`config.mk`:
```
export PLATFORM = sky130hd
export DESIGN_NAME = frame_align
export DESIGN_NICKNAME = d
export VERILOG_FILES = /design/src/rtl/frame_align.sv
export SDC_FILE = /design/constraint.sdc
export NUM_CORES = 1
export LEC_CHECK = 0
export ABC_AREA = 1
export ABC_CLOCK_PERIOD_IN_PS = 1300
export BUFFER_PORTS_ARGS = -buffer_cell sky130_fd_sc_hd__buf_2
export CAP_MARGIN = 20
export CORE_ASPECT_RATIO = 0.8
export CORE_UTILIZATION = 56
export CTS_BUF_LIST = sky130_fd_sc_hd__clkbuf_16
export DETAILED_ROUTE_END_ITERATION = 12
export MAX_ROUTING_LAYER = met4
export PLACE_DENSITY = 0.79
export SLEW_MARGIN = 10
export SYNTH_ARGS = -nofsm -noshare
export SYNTH_HDL_FRONTEND = slang
export SYNTH_SLANG_ARGS = --single-unit
```
`constraint.sdc`:
```
create_clock -name sample_clk -period 1.3 [get_ports sample_clk]
set_clock_uncertainty 0.15 [all_clocks]
set_input_delay 0.065 -clock sample_clk [delete_from_list [all_inputs] [get_ports sample_clk]]
set_output_delay 0.065 -clock sample_clk [all_outputs]
set_load 0.005 [all_outputs]
```
`src/rtl/frame_align.sv`:
```
// frame_align: per-channel frame-clock word alignment controller.
//
// Each channel watches its deserialised frame-clock word. It issues
// one-cycle bitslip strobes to its ISERDES until the word equals PATTERN,
// then declares lock after LOCK_COUNT consecutive matches. LOSS_COUNT
// consecutive mismatches while locked restart alignment. A channel that has
// used MAX_SLIPS slips without locking parks in FAIL.
//
// Ports
//   sample_clk     single clock for all logic
//   reset_n        asynchronous active-low reset
//   enable         level; low forces every channel to IDLE
//   force_realign  [N_CH]        per-channel restart pulse
//   clk_data_out   [N_CH*WORD_W] frame word, channel c at [c*WORD_W +: WORD_W]
//   bitslip        [N_CH]        one-cycle bitslip strobe per channel
//   locked         [N_CH]        channel is in LOCKED
//   fail           [N_CH]        channel is in FAIL
//   slip_count     [N_CH*8]      slips since last restart, saturating
//   loss_count     [N_CH*8]      lock-loss events since reset, saturating

// One alignment channel. All outputs are registered and decoded from the
// next state, so nothing is combinational from the data word.
module frame_align_ch #(
    parameter int                WORD_W        = 8,
    parameter logic [WORD_W-1:0] PATTERN       = 'h0F,
    parameter int                SETTLE_CYCLES = 4,
    parameter int                LOCK_COUNT    = 16,
    parameter int                LOSS_COUNT    = 4,
    parameter int                MAX_SLIPS     = WORD_W
) (
    input  logic              sample_clk,
    input  logic              rst_n,
    input  logic              enable,
    input  logic              force_realign,
    input  logic [WORD_W-1:0] word,
    output logic              bitslip,
    output logic              locked,
    output logic              fail,
    output logic [7:0]        slip_count,
    output logic [7:0]        loss_count
);
    localparam int MW = $clog2(LOCK_COUNT + 1);
    localparam int LW = $clog2(LOSS_COUNT + 1);
    localparam int HW = $clog2(SETTLE_CYCLES + 1);

    typedef enum logic [2:0] {IDLE, CHECK, SLIP, SETTLE, LOCKED, FAIL} state_t;

    state_t          state, nxt;
    logic [MW-1:0]   match_cnt;
    logic [LW-1:0]   mis_cnt;
    // Loaded when a slip is issued and counts down to zero. It times the
    // SETTLE window and also blocks a new slip when a force_realign cut the
    // settle window short, so strobes stay SETTLE_CYCLES+1 apart.
    logic [HW-1:0]   holdoff;
    logic            match;
    logic            clr_slip, inc_slip, inc_loss;
    logic            clr_match, inc_match, clr_mis, inc_mis;

    always_comb begin
        nxt       = state;
        clr_slip  = 1'b0;
        inc_slip  = 1'b0;
        inc_loss  = 1'b0;
        clr_match = 1'b0;
        inc_match = 1'b0;
        clr_mis   = 1'b0;
        inc_mis   = 1'b0;
        match     = (word == PATTERN);
        if (!enable) begin
            nxt = IDLE;
        end else if (state == IDLE || force_realign) begin
            nxt       = CHECK;
            clr_slip  = 1'b1;
            clr_match = 1'b1;
            clr_mis   = 1'b1;
        end else begin
            case (state)
                CHECK: begin
                    if (match) begin
                        if (match_cnt == MW'(LOCK_COUNT - 1)) begin
                            nxt       = LOCKED;
                            clr_match = 1'b1;
                            clr_mis   = 1'b1;
                        end else begin
                            inc_match = 1'b1;
                        end
                    end else begin
                        clr_match = 1'b1;
                        if (holdoff == '0) begin
                            nxt      = SLIP;
                            inc_slip = 1'b1;
                        end
                    end
                end
                SLIP:   nxt = SETTLE;
                SETTLE: begin
                    if (holdoff == '0)
                        nxt = (int'(slip_count) >= MAX_SLIPS) ? FAIL : CHECK;
                end
                LOCKED: begin
                    if (match) begin
                        clr_mis = 1'b1;
                    end else if (mis_cnt == LW'(LOSS_COUNT - 1)) begin
                        nxt       = CHECK;
                        inc_loss  = 1'b1;
                        clr_slip  = 1'b1;
                        clr_mis   = 1'b1;
                        clr_match = 1'b1;
                    end else begin
                        inc_mis = 1'b1;
                    end
                end
                FAIL:    nxt = FAIL;
                default: nxt = IDLE;
            endcase
        end
    end

    always_ff @(posedge sample_clk or negedge rst_n) begin
        if (!rst_n) begin
            state      <= IDLE;
            match_cnt  <= '0;
            mis_cnt    <= '0;
            holdoff    <= '0;
            slip_count <= '0;
            loss_count <= '0;
            bitslip    <= 1'b0;
            locked     <= 1'b0;
            fail       <= 1'b0;
        end else begin
            state   <= nxt;
            bitslip <= (nxt == SLIP);
            locked  <= (nxt == LOCKED);
            fail    <= (nxt == FAIL);

            if (inc_slip)
                holdoff <= HW'(SETTLE_CYCLES);
            else if (holdoff != '0)
                holdoff <= holdoff - 1'b1;

            if (clr_match)      match_cnt <= '0;
            else if (inc_match) match_cnt <= match_cnt + 1'b1;

            if (clr_mis)        mis_cnt <= '0;
            else if (inc_mis)   mis_cnt <= mis_cnt + 1'b1;

            if (clr_slip)
                slip_count <= '0;
            else if (inc_slip && slip_count != 8'hFF)
                slip_count <= slip_count + 1'b1;

            if (inc_loss && loss_count != 8'hFF)
                loss_count <= loss_count + 1'b1;
        end
    end
endmodule

module frame_align #(
    parameter int                N_CH          = 1,
    parameter int                WORD_W        = 8,
    parameter logic [WORD_W-1:0] PATTERN       = 'h0F,
    parameter int                SETTLE_CYCLES = 4,
    parameter int                LOCK_COUNT    = 16,
    parameter int                LOSS_COUNT    = 4,
    parameter int                MAX_SLIPS     = WORD_W
) (
    input  logic                     sample_clk,
    input  logic                     reset_n,
    input  logic                     enable,
    input  logic [N_CH-1:0]          force_realign,
    input  logic [N_CH*WORD_W-1:0]   clk_data_out,
    output logic [N_CH-1:0]          bitslip,
    output logic [N_CH-1:0]          locked,
    output logic [N_CH-1:0]          fail,
    output logic [N_CH*8-1:0]        slip_count,
    output logic [N_CH*8-1:0]        loss_count
);
    // Assert asynchronously, release through two flops: channels see the
    // release after the second sample_clk edge, so nothing moves earlier.
    logic [1:0] rst_sync;
    logic       rst_n_int;

    always_ff @(posedge sample_clk or negedge reset_n) begin
        if (!reset_n) rst_sync <= 2'b00;
        else          rst_sync <= {rst_sync[0], 1'b1};
    end
    assign rst_n_int = rst_sync[1];

    for (genvar c = 0; c < N_CH; c++) begin : g_ch
        frame_align_ch #(
            .WORD_W        (WORD_W),
            .PATTERN       (PATTERN),
            .SETTLE_CYCLES (SETTLE_CYCLES),
            .LOCK_COUNT    (LOCK_COUNT),
            .LOSS_COUNT    (LOSS_COUNT),
            .MAX_SLIPS     (MAX_SLIPS)
        ) u_ch (
            .sample_clk    (sample_clk),
            .rst_n         (rst_n_int),
            .enable        (enable),
            .force_realign (force_realign[c]),
            .word          (clk_data_out[c*WORD_W +: WORD_W]),
            .bitslip       (bitslip[c]),
            .locked        (locked[c]),
            .fail          (fail[c]),
            .slip_count    (slip_count[c*8 +: 8]),
            .loss_count    (loss_count[c*8 +: 8])
        );
    end
endmodule

```
# [Yosys cells after proc, flatten, opt, wreduce, memory -nomap -nowiden]
# Cells that the tools add are included.
[word_totals] reg_bits=35 input_bits=12 output_inout_bits=19 word_cells=89
[classes] n_addsub=5 magnitude_cmp=1 eq_ne=13 n_mux=50 n_reduce_logical=10
[ops] op="2-to-1 mux 3 bit" count=13
[ops] op="2-to-1 mux 1 bit" count=30
[ops] op="adder 8 x 1 -> 8 bit (second input constant)" count=2
[ops] op="2-to-1 mux 8 bit" count=2
[ops] op="!= test 8 bit (second input constant)" count=2
[ops] op="one-hot mux 3 bit (5 select lines)" count=1
[ops] op="equality test 3 x 2 -> 1 bit (second input constant)" count=4
[ops] op="equality test 3 bit (second input constant)" count=4
[ops] op="2-to-1 mux 5 bit" count=2
[ops] op="equality test 8 x 4 -> 1 bit (second input constant)" count=1
[ops] op=">= comparator 8 x 4 -> 1 bit (second input constant)" count=1
[ops] op="nonzero test 2 bit" count=4
[ops] op="zero test 3 bit" count=2
[ops] op="adder 5 x 1 -> 5 bit (second input constant)" count=1
[ops] op="equality test 5 x 4 -> 1 bit (second input constant)" count=1
[ops] op="one-hot mux 1 bit (2 select lines)" count=2
[ops] op="adder 3 x 1 -> 3 bit (second input constant)" count=1
[ops] op="equality test 3 x 1 -> 1 bit (second input constant)" count=1
[ops] op="nonzero test 3 bit" count=1
[ops] op="subtractor 3 x 1 -> 3 bit (second input constant)" count=1
[ops] op="logical AND 1 bit" count=2
[ops] op="logical OR 1 bit" count=1

# [Logic depth before layout (Yosys ltp)]
# Gate-level depths: netlist (run 1).
[depth] depth_word=9 mapped_depth=11 mapped_depth_nobuf=11

# [Modules after synthesis]
# From an unflattened synthesis (run 1), not the netlist that was laid out.
[unflattened] cells_unflattened=263 area_unflattened_um2=2083.2
[by_module_without_submodules] module="frame_align_ch" n_inst=1 cells_each=260 area_each_um2=2029.4 seq_area_each_um2=825.8
[by_module_without_submodules] module="frame_align" n_inst=1 cells_each=3 area_each_um2=53.8 seq_area_each_um2=50.0

# [Least setup slack after synthesis (run 1)]
# OpenSTA, ideal clock, no wires.
[synth_path] kind="reg2reg" startpoint="register g_ch[0].u_ch.match_cnt[0]" endpoint="register g_ch[0].u_ch.match_cnt[4]" setup_time_ns=0.077 arrival_time_ns=1.466 required_time_ns=1.073 setup_slack_ns=-0.394 path_stages_with_launch=9 path_buffers=0 period_less_slack_ns=1.694 path_cell_list="dfrtp_1 > ha_1 > inv_1 > nor3_1 > ha_1 > nor2_4 > nand2_4 > or2_0 > a21oi_1"
[synth_via] elab_chain_cells=7 elab_cells_between_ends=15 cone_classes="add/sub: 1; eq/ne: 1; mux: 12; reduce/logical: 1"
[synth_rtl] element="from (decl)" line_no="49" rtl="logic [MW-1:0] match_cnt;"
[synth_rtl] element="from (signal assigned)" line_no="142" rtl="else if (inc_match) match_cnt <= match_cnt + 1'b1;"
[synth_rtl] element="equality test 5 x 4 -> 1 bit" line_no="80" rtl="if (match_cnt == MW'(LOCK_COUNT - 1)) begin"
[synth_rtl] element="2-to-1 mux 1 bit" line_no="80"
[synth_rtl] element="2-to-1 mux 1 bit" line_no="79" rtl="if (match) begin"
[synth_rtl] element="one-hot mux 1 bit (2 select lines) or 2-to-1 mux 1 bit (tied branches)" line_no="77" rtl="case (state)"
[synth_rtl] element="2-to-1 mux 1 bit" line_no="71" rtl="end else if (state == IDLE || force_realign) begin"
[synth_rtl] element="2-to-1 mux 1 bit" line_no="69" rtl="if (!enable) begin"
[synth_rtl] element="2-to-1 mux 5 bit or nonzero test 2 bit (tied branches)"
# Parallel ways exist; a longest one is shown, timed or not. The select of a mux whose other input is x is not followed.
# A chain may end at the register's enable or synchronous reset.

# [Worst setup path in the final report (run 1)]
[layout_path] startpoint="register g_ch[0].u_ch.state[0]" endpoint="register g_ch[0].u_ch.match_cnt[3]"
[layout_via] elab_chain_cells=5 elab_cells_between_ends=12 cone_classes="eq/ne: 2; mux: 7; reduce/logical: 3"
[layout_rtl] element="from (decl)" line_no="48" rtl="state_t state, nxt;"
[layout_rtl] element="from (signal assigned)" line_no="131" rtl="state <= nxt;"
[layout_rtl] element="equality test 3 bit (tied with other cells)" line_no="77"
[layout_rtl] element="one-hot mux 1 bit (2 select lines) (tied with other cells)" line_no="77"
[layout_rtl] element="2-to-1 mux 1 bit" line_no="71"
[layout_rtl] element="2-to-1 mux 1 bit" line_no="69"
[layout_rtl] element="2-to-1 mux 5 bit or nonzero test 2 bit (tied branches)"
# Parallel ways exist; a longest one is shown, timed or not.

==> results.cfg, run 1 <==
[floorplanning]
core-area_mm2 = 0.00345
initial_utilization = 0.591
ios = 31
die_h_um = 56.0
die-area_mm2 = 0.00389
die_x_um = 69.5
row_count = 19

[sta]
finalMaxSlewViolations = 0
period_minus_slack_ns = 1.89
fin_ws_ns = -0.589
fmax_ghz = 0.529
finalCritPeriodShare = 1.45
hold_violations = 0
setup_violations = 33
rsz0062_at_grt = yes

[logic_synthesis]
syn_nets = 269
synth_area_mm2 = 0.00204
post_synth_num_cell_types = 29
synth_seq_cells = 35
yosysWarnings = 0
yosysSeqAreaShare = 0.430
netlist_instances = 248
avgSynthCellArea_um2 = 8.22

[critical_path]
worstSetupPathType = reg2reg
cp.required_ns = 1.35
reg2reg_from = g_ch[0].u_ch.state[0]$_DFF_PN0_
arrival_ns = 1.94
reg2reg_depth = 9
regToRegSetupSlack_ns = -0.59
worstPathMaxFanout = 7
timing.rr.end = g_ch[0].u_ch.match_cnt[3]$_DFFE_PN0P_
cp-start-kind = flip-flop
end_kind = flip-flop

[hold_path]
worst_hold_path_type = reg2async

[clock_tree]
root_buffer = clkbuf_16
clk_latency_ns = 0.28
path_clk_slew_ns = 0.06
cts_buffers = 5
cts_tree = built
htreeDepth = 2
numClockSinks = 35
clockBufferDepth = 2

[placement]
place_ws_ns = -0.376
place.gp.congestion = 0.861
hpwl_um = 3590
io_buffers = 30

[cells_and_area]
most-common-layout-cells = 53 x buf_4, 45 x nand2_1, 33 x dfrtp_1
post-route-util = 0.932
ff_latch_area_um2 = 878
drive_above_1_share = 0.521
antenna_cells = 0
layout_commonest_cell = buf_4
synthToLayoutAreaGrowth_pct = 57.7
multi_input_area_mm2 = 0.00128
nFillCells = 118
layout.nets = 373

[global_route]
grt_max_degree = 29
grt_pass1_wl_um = 10100
overflow = 0
grt_pass1_vias = 2221
grt_antenna_before_repair = 0
grt_usage = 0.348

[pwr]
pwr-share-comb = 0.279
p_switching_uw = 964
pwr-share-clk = 0.356
ir_worst_vdd_v = 0.000720
switching_share = 0.298
p_int_uw = 2270
leakage_uw = 0.00174
seq_power_share = 0.365
p_per_area_mw_per_mm2 = 1010

[routing]
vias_per_cell = 5.97
first_iter_violations = 345
num_vias = 2358
routed_wl_um = 8000
drt_pass1_iterations = 6
drc = 0
wire_per_inst_um = 20.3
ant_nets = 0

[job]
timing.max_cap.violations = 0

[run_status]
violations = setup timing
outcome = complete, but fails checks
[worst max-delay path: stages (launching register included)]
cell and delay (ns):
dfrtp_1 0.41, buf_6 0.13, nand2_4 0.06, nor2_4 0.11
nand2_4 0.07, nor2_4 0.26, nand2_4 0.13, o21ai_1 0.21
nand2_1 0.11, nor2_1 0.16
[state kept, by name, indices dropped and copies added, names as in the netlist]
register	flops
g_ch.u_ch.loss_count	8
rst_sync	2
g_ch.u_ch.slip_count	8
g_ch.u_ch.mis_cnt	3
g_ch.u_ch.match_cnt	5
g_ch.u_ch.bitslip	1
g_ch.u_ch.locked	1
g_ch.u_ch.state	3
g_ch.u_ch.fail	1
g_ch.u_ch.holdoff	3
[layout make-up]
cell class,count,share of cell area
inverters,36,0.0459
repair buffers,98,0.225
clock buffers,5,0.0389
flip-flops and latches,35,0.273
well taps,42,0.0163
multi-input cells,176,0.397
clock inverters,3,0.00350
[power groups by stage]
stage | logic [uW] | clock network (uW) | registers, uW
6_report | 903 | 1150 | 1180
5_1_grt | 967 | 1190 | 1190
4_1_cts | 789 | 1120 | 1180
3_5_place_dp | 659 | 0 | 1200
3_3_place_gp | 628 | 0 | 1200
2_1_floorplan | 317 | 0 | 1210
[repair_timing]
| action | in CTS | in global routing |
|---|---|---|
| hold endpoints to repair | 7 | 0 |
| gates resized for setup | 39 | 41 |
| setup buffers | 8 | 3 |
| pin swaps | 15 | 15 |
| hold buffers | 3 | 0 |
| endpoints found under the setup margin | 33 | 33 |
[metal layers]
metal / track usage / up-vias / wire (um)
met5: - / - / 0
met2: 0.602 / 192 / 3900
met4: 0.166 / 0 / 510
li1: - / 990 / -
met1: 0.381 / 1103 / 2820
met3: 0.0779 / 73 / 765
[worst max path at each step]
| stage | from | end | slack (ns) |
|---|---|---|---|
| after floorplan | g_ch[0].u_ch.match_cnt[0]$_DFFE_PN0P_ | g_ch[0].u_ch.match_cnt[4]$_DFFE_PN0P_ | -0.28 |
| after global placement | g_ch[0].u_ch.match_cnt[1]$_DFFE_PN0P_ | g_ch[0].u_ch.match_cnt[4]$_DFFE_PN0P_ | -0.29 |
| after detailed placement | g_ch[0].u_ch.match_cnt[1]$_DFFE_PN0P_ | g_ch[0].u_ch.match_cnt[4]$_DFFE_PN0P_ | -0.38 |
| after CTS | g_ch[0].u_ch.match_cnt[1]$_DFFE_PN0P_ | g_ch[0].u_ch.match_cnt[4]$_DFFE_PN0P_ | -0.36 |
| after global routing | g_ch[0].u_ch.match_cnt[1]$_DFFE_PN0P_ | g_ch[0].u_ch.locked$_DFF_PN0_ | -0.72 |
| final | g_ch[0].u_ch.state[0]$_DFF_PN0_ | g_ch[0].u_ch.match_cnt[3]$_DFFE_PN0P_ | -0.59 |
[synthesized netlist by cell type]
cell / count / share of area
o22ai_1: 1 / 0.0031
or2_0: 1 / 0.0031
o21ai_0: 13 / 0.032
o21bai_2: 1 / 0.0055
nand2_4: 4 / 0.022
buf_6: 1 / 0.0055
nand3_1: 16 / 0.039
xor2_2: 1 / 0.0080
nand2_1: 70 / 0.13
nand3_2: 1 / 0.0049
a21oi_1: 4 / 0.0098
ha_1: 9 / 0.055
o21a_1: 1 / 0.0037
nand3b_1: 7 / 0.026
conb_1: 1 / 0.0018
o21ai_2: 1 / 0.0043
xor2_1: 11 / 0.047
inv_2: 3 / 0.0055
nor2_4: 5 / 0.028
nor3_1: 3 / 0.0074
xnor2_1: 1 / 0.0043
a21boi_0: 1 / 0.0037
nand4_1: 4 / 0.012
dfrtp_1: 35 / 0.43
nand3_4: 1 / 0.0086
inv_1: 33 / 0.061
nor2_1: 15 / 0.028
nor2_2: 1 / 0.0031
nand2_2: 3 / 0.0092
[through the flow]
stage	total power (uW)	TNS, ns	std cells	hold slack [ns]	area (um^2)
6_report	3230	-13.10	395	0.0984	3210
5_1_grt	3340	-15.08	395	0.0983	3210
4_1_cts	3080	-9.02	393	0.0371	3070
3_5_place_dp	1860	-9.27	375	-0.299	2740
3_3_place_gp	1830	-7.92	375	-0.299	2740
2_1_floorplan	1530	-5.53	248	-0.381	2120
[cells by family after synthesis]
| group | Yosys count | share of synthesized area |
|---|---|---|
| AO/OA/AOI/OAI | 22 | 0.0620 |
| XOR/XNOR | 13 | 0.0595 |
| adder cells (fa/ha/maj) | 9 | 0.0552 |
| buffers and inverters | 37 | 0.0718 |
| flip-flops | 35 | 0.430 |
| other | 1 | 0.00184 |
| AND/OR/NAND/NOR | 131 | 0.320 |
Power figures use the tool's default switching activity.
==> inputs of run 2 (changes only) <==
- BUFFER_PORTS_ARGS: -buffer_cell sky130_fd_sc_hd__buf_2 -> -buffer_cell sky130_fd_sc_hd__clkbuf_2
==> run 2 against run 1 <==
Net effect:
- the run still ends with setup timing left
- design area fell by 2.5%
- clock power is essentially flat
- via count fell by 5.6%
- count of clock-buffer cells in the layout stayed put
- wire length is 13% lower
- worst setup slack better by 0.15 ns
==> results.cfg, run 2 (synthesis results as in run 1) <==
[sta]
period_minus_slack_ns = 1.74
finalCritPeriodShare = 1.34
hold_violations = 0
setup_violations = 33
fmax_ghz = 0.575
fin_ws_ns = -0.441
finalMaxSlewViolations = 0
tns_ns = -10.97
rsz0062_at_grt = yes

[cells_and_area]
antenna_cells = 0
top_regs = g_ch.u_ch.loss_count: 8 flops, g_ch.u_ch.slip_count: 8 flops, g_ch.u_ch.match_cnt: 5 flops
layout_commonest_cell = buf_4
post-route-util = 0.909
most-common-layout-cells = 59 x buf_4, 55 x nand2_1, 32 x dfrtp_1
synthToLayoutAreaGrowth_pct = 53.7
layout.nets = 373
nFillCells = 156
drive_above_1_share = 0.470

[floorplanning]
ios = 31
die-area_mm2 = 0.00389
die_x_um = 69.5
initial_utilization = 0.591
row_count = 19
die_h_um = 56.0
core-area_mm2 = 0.00345

[clock_tree]
clk_latency_ns = 0.29
path_clk_slew_ns = 0.06
cts_buffers = 5
clockBufferDepth = 2
numClockSinks = 35
htreeDepth = 2
cts_tree = built
root_buffer = clkbuf_16

[global_route]
grt_antenna_before_repair = 0
grt_usage = 0.348
grt_pass1_vias = 2213
grt_max_degree = 29
grt_pass1_wl_um = 10000
overflow = 0

[critical_path]
cp.required_ns = 1.32
arrival_ns = 1.76
end_kind = flip-flop
worstSetupPathType = reg2reg
worstPathMaxFanout = 8
cp-start-kind = flip-flop

[routing]
num_vias = 2225
vias_per_cell = 5.63
drc = 0
ant_nets = 0
wire_per_inst_um = 17.7
first_iter_violations = 155
routed_wl_um = 6980
drt_pass1_iterations = 6

[placement]
io_buffers = 30
place_ws_ns = -0.377
hpwl_um = 3670
place.gp.congestion = 0.836

[hold_path]
worst_hold_path_type = reg2async

[pwr]
p_per_area_mw_per_mm2 = 1020
leakage_uw = 0.00167
ir_worst_vdd_v = 0.000785

[job]
timing.max_cap.violations = 0

[run_status]
violations = setup timing
outcome = complete, but fails checks
[run 2: changes by cell type in the layout (fill, tap and decap cells not counted), sizes merged]
| cell | before | now |
|---|---|---|
| buf | 95 | 65 |
| clkbuf | 5 | 35 |
[run 2: final cells by class]
type	count	area [um^2]	area share
Multi-Input combinational cell	176	1220	0.390
Sequential cell	35	880	0.281
Timing Repair Buffer	98	699	0.223
Inverter	36	143	0.0455
Clock buffer	5	125	0.0399
Tap cell	42	52.6	0.0168
Clock inverter	3	12.5	0.00399
[run 2: timing repair]
item	4_1_cts	5_1_grt
resized for setup	25	25
endpoints found under the hold margin	7	0
hold buffers	3	0
setup endpoints to repair	33	33
pin swaps	12	15
buffers inserted	2	6
[run 2: power by group]
| group | leakage, uW | total (uW) | switching [uW] | internal [uW] |
|---|---|---|---|---|
| Clock | 0.0000724 | 1150 | 454 | 692 |
| Combinational | 0.00113 | 874 | 450 | 424 |
| Sequential | 0.000462 | 1180 | 30.8 | 1150 |
[run 2: critical path, stage by stage (launching register included)]
cell and delay (ns):
dfrtp_2 0.44, inv_2 0.09, nand2_4 0.08, o21bai_4 0.23
inv_2 0.08, nand2_2 0.09, nand2_4 0.12, nand2_4 0.12
inv_4 0.05, nand2_1 0.08, nand2_1 0.07
[run 2: final timing paths]
kind,start,to,slack (ns),cells past startpoint
setup / recovery,g_ch[0].u_ch.state[0]$_DFF_PN0_,g_ch[0].u_ch.slip_count[4]$_DFFE_PN0P_,-0.44,10
max in group asynchronous,rst_sync[1]$_DFF_PN0_,g_ch[0].u_ch.mis_cnt[2]$_DFFE_PN0P_,0.24,1
hold reg to reg,rst_sync[1]$_DFF_PN0_,g_ch[0].u_ch.loss_count[6]$_DFFE_PN0P_,0.09,1
hold / removal,rst_sync[1]$_DFF_PN0_,g_ch[0].u_ch.loss_count[6]$_DFFE_PN0P_,0.09,1
setup reg to reg,g_ch[0].u_ch.state[0]$_DFF_PN0_,g_ch[0].u_ch.slip_count[4]$_DFFE_PN0P_,-0.44,10
min in group sample_clk,enable,g_ch[0].u_ch.locked$_DFF_PN0_,0.10,3
[run 2: per-stage QoR]
stage	instance area [um^2]	hold slack [ns]	cells	total power (uW)
floorplan	2120	-0.381	248	1530
global placement	2750	-0.299	376	1820
detailed placement	2750	-0.298	376	1860
CTS	3010	0.0527	389	3010
global route	3130	0.0948	395	3320
finish	3130	0.0938	395	3200
[run 2: metal layers]
| metal | share of wire | global-route usage | up-vias |
|---|---|---|---|
| li1 | - | - | 991 |
| met1 | 0.37 | 0.383 | 1050 |
| met2 | 0.51 | 0.621 | 126 |
| met3 | 0.064 | 0.0616 | 58 |
| met4 | 0.051 | 0.149 | 0 |
| met5 | 0 | - | - |
==> inputs of run 3 (changes only) <==
- RECOVER_POWER: unset -> 100
==> run 3 against run 2 <==
Net effect:
- the run still ends with setup timing left
- sequential power about the same
- wire length decreased by 0.29%
- fmax increased by 0.76%
- non-clock buffer count unchanged
- clock power about the same
- register-to-register slack about the same
- utilization decreased by 1.6 points
- sequential cell count unchanged
- die area unchanged
- via count unchanged
- critical endpoint unchanged
==> results.cfg, run 3 (synthesis results as in run 1) <==
[floorplanning]
core-area_mm2 = 0.00345
initial_utilization = 0.591
die_x_um = 69.5
die-area_mm2 = 0.00389
ios = 31
die_h_um = 56.0
row_count = 19

[routing]
routed_wl_um = 6960
drt_pass1_iterations = 4
num_vias = 2225
first_iter_violations = 175
drc = 0
wire_per_inst_um = 17.6
vias_per_cell = 5.63
ant_nets = 0

[sta]
hold_violations = 0
rsz0062_at_grt = yes
finalMaxSlewViolations = 0
setup_violations = 33
period_minus_slack_ns = 1.73
timing.slew.headroom = 0.516
worst_pin_slew_ns = 0.727
fin_ws_ns = -0.427
finalCritPeriodShare = 1.33
fmax_ghz = 0.579

[pwr]
p_total_uw = 3190
leakage_uw = 0.00161
p_int_uw = 2260
seq_power_share = 0.370
ir_worst_vdd_v = 0.000787
switching_share = 0.292
p_switching_uw = 930
pwr-share-comb = 0.271
p_per_area_mw_per_mm2 = 1040
pwr-share-clk = 0.359

[clock_tree]
cts_tree = built
clockBufferDepth = 2
root_buffer = clkbuf_16
cts_buffers = 5
htreeDepth = 2
path_clk_slew_ns = 0.06
numClockSinks = 35
clk_latency_ns = 0.28

[job]
timing.max_cap.violations = 0

[critical_path]
critPathMaxStageDelay_ns = 0.44
cp_common_cell = nand2_4
critPathSlowestCell = dfrtp_2
cp-start-kind = flip-flop
end_kind = flip-flop
worstPathMaxFanout = 8
crit_family = simple AND/OR/NAND/NOR gates
crit_chain = inv_2, nand2_4, o21bai_4, inv_2, nand2_2, nand2_4, nand2_4, inv_4, nand2_1, nand2_1
worst-path-buf-inv = 3
cp.required_ns = 1.32
worstSetupPathType = reg2reg
arrival_ns = 1.75

[placement]
io_buffers = 30
place.gp.congestion = 0.836
place_area_mm2 = 0.00275
hpwl_um = 3670

[cells_and_area]
synthToLayoutAreaGrowth_pct = 51.1
antenna_cells = 0
post-route-util = 0.893
drive_above_1_share = 0.439
top_regs = g_ch.u_ch.loss_count: 8 flops, g_ch.u_ch.slip_count: 8 flops, g_ch.u_ch.match_cnt: 5 flops
finish.instance_area_mm2 = 0.00308
most-common-layout-cells = 55 x nand2_1, 48 x buf_4, 32 x dfrtp_1
layout_commonest_cell = nand2_1
layout.nets = 373

[run_status]
outcome = complete, but fails checks
violations = setup timing

[global_route]
overflow = 0
grt_max_degree = 29
grt_pass1_wl_um = 10000
grt_pass1_vias = 2213
grt_usage = 0.348
grt_antenna_before_repair = 0

[hold_path]
worst_hold_path_type = in2reg
==> run 3: cell count changes in the layout (fill, tap and decap cells not counted) <==
cell      before  now
buf_4         59   48
clkbuf_4       0    1
buf_12         1    0
clkbuf_1       0   11
==> run 3: layer usage <==
| layer | routed length (um) | GRT usage |
|---|---|---|
| met5 | 0 | - |
| met4 | 310 | 0.149 |
| met3 | 437 | 0.0616 |
| met2 | 3600 | 0.621 |
| met1 | 2610 | 0.383 |
==> run 3: power groups by stage <==
| stage | sequential, uW | combinational (uW) | clock [uW] |
|---|---|---|---|
| after floorplan | 1210 | 317 | 0 |
| after global placement | 1200 | 627 | 0 |
| after detailed placement | 1200 | 655 | 0 |
| after CTS | 1180 | 705 | 1120 |
| after global routing | 1190 | 928 | 1190 |
| final | 1180 | 864 | 1150 |
==> run 3: path summary, 6_finish.rpt <==
path                       slack (ns)                            start  cells after the start                                      to
max                             -0.43  g_ch[0].u_ch.state[0]$_DFF_PN0_                     10  g_ch[0].u_ch.slip_count[4]$_DFFE_PN0P_
min                              0.11                           enable                      3           g_ch[0].u_ch.locked$_DFF_PN0_
max reg2reg                     -0.43  g_ch[0].u_ch.state[0]$_DFF_PN0_                     10  g_ch[0].u_ch.slip_count[4]$_DFFE_PN0P_
min reg2reg                      0.23            rst_sync[0]$_DFF_PN0_                      0                   rst_sync[1]$_DFF_PN0_
max in group asynchronous        0.22            rst_sync[1]$_DFF_PN0_                      1         g_ch[0].u_ch.state[0]$_DFF_PN0_
min in group asynchronous        0.27            rst_sync[1]$_DFF_PN0_                      1  g_ch[0].u_ch.loss_count[6]$_DFFE_PN0P_
==> run 3: what timing repair did <==
item / 4_1_cts / 5_1_grt
setup buffers: 2 / 6
hold buffers: 3 / 0
endpoints found under the hold margin: 7 / 0
endpoints found under the setup margin: 33 / 33
pin swaps: 12 / 15
gates resized for setup: 25 / 25
==> run 3: area by class of cell <==
| type | instances | area [um^2] |
|---|---|---|
| Multi-Input combinational cell | 176 | 1220 |
| Fill cell | 172 | 368 |
| Inverter | 36 | 143 |
| Clock buffer | 5 | 125 |
| Tap cell | 42 | 52.6 |
| Clock inverter | 3 | 12.5 |
| Sequential cell | 35 | 880 |
| Timing Repair Buffer | 98 | 646 |
==> run 3: worst register-to-register path, cell delays in order (launching register included) <==
cell and delay, ns:
dfrtp_2 0.44, inv_2 0.09, nand2_4 0.08, o21bai_4 0.23, inv_2 0.08, nand2_2 0.10
nand2_4 0.12, nand2_4 0.12, inv_4 0.06, nand2_1 0.08, nand2_1 0.07
==> run 3: through the flow <==
| stage | setup TNS (ns) | std cells | worst slack (ns) | hold slack, ns |
|---|---|---|---|---|
| finish | -10.83 | 395 | -0.427 | 0.105 |
| detailed placement | -9.13 | 376 | -0.377 | -0.298 |
| floorplan | -5.53 | 248 | -0.281 | -0.381 |
| CTS | -9.78 | 389 | -0.357 | 0.0527 |
| global placement | -7.73 | 376 | -0.277 | -0.299 |
| global route | -13.22 | 395 | -0.504 | 0.0948 |
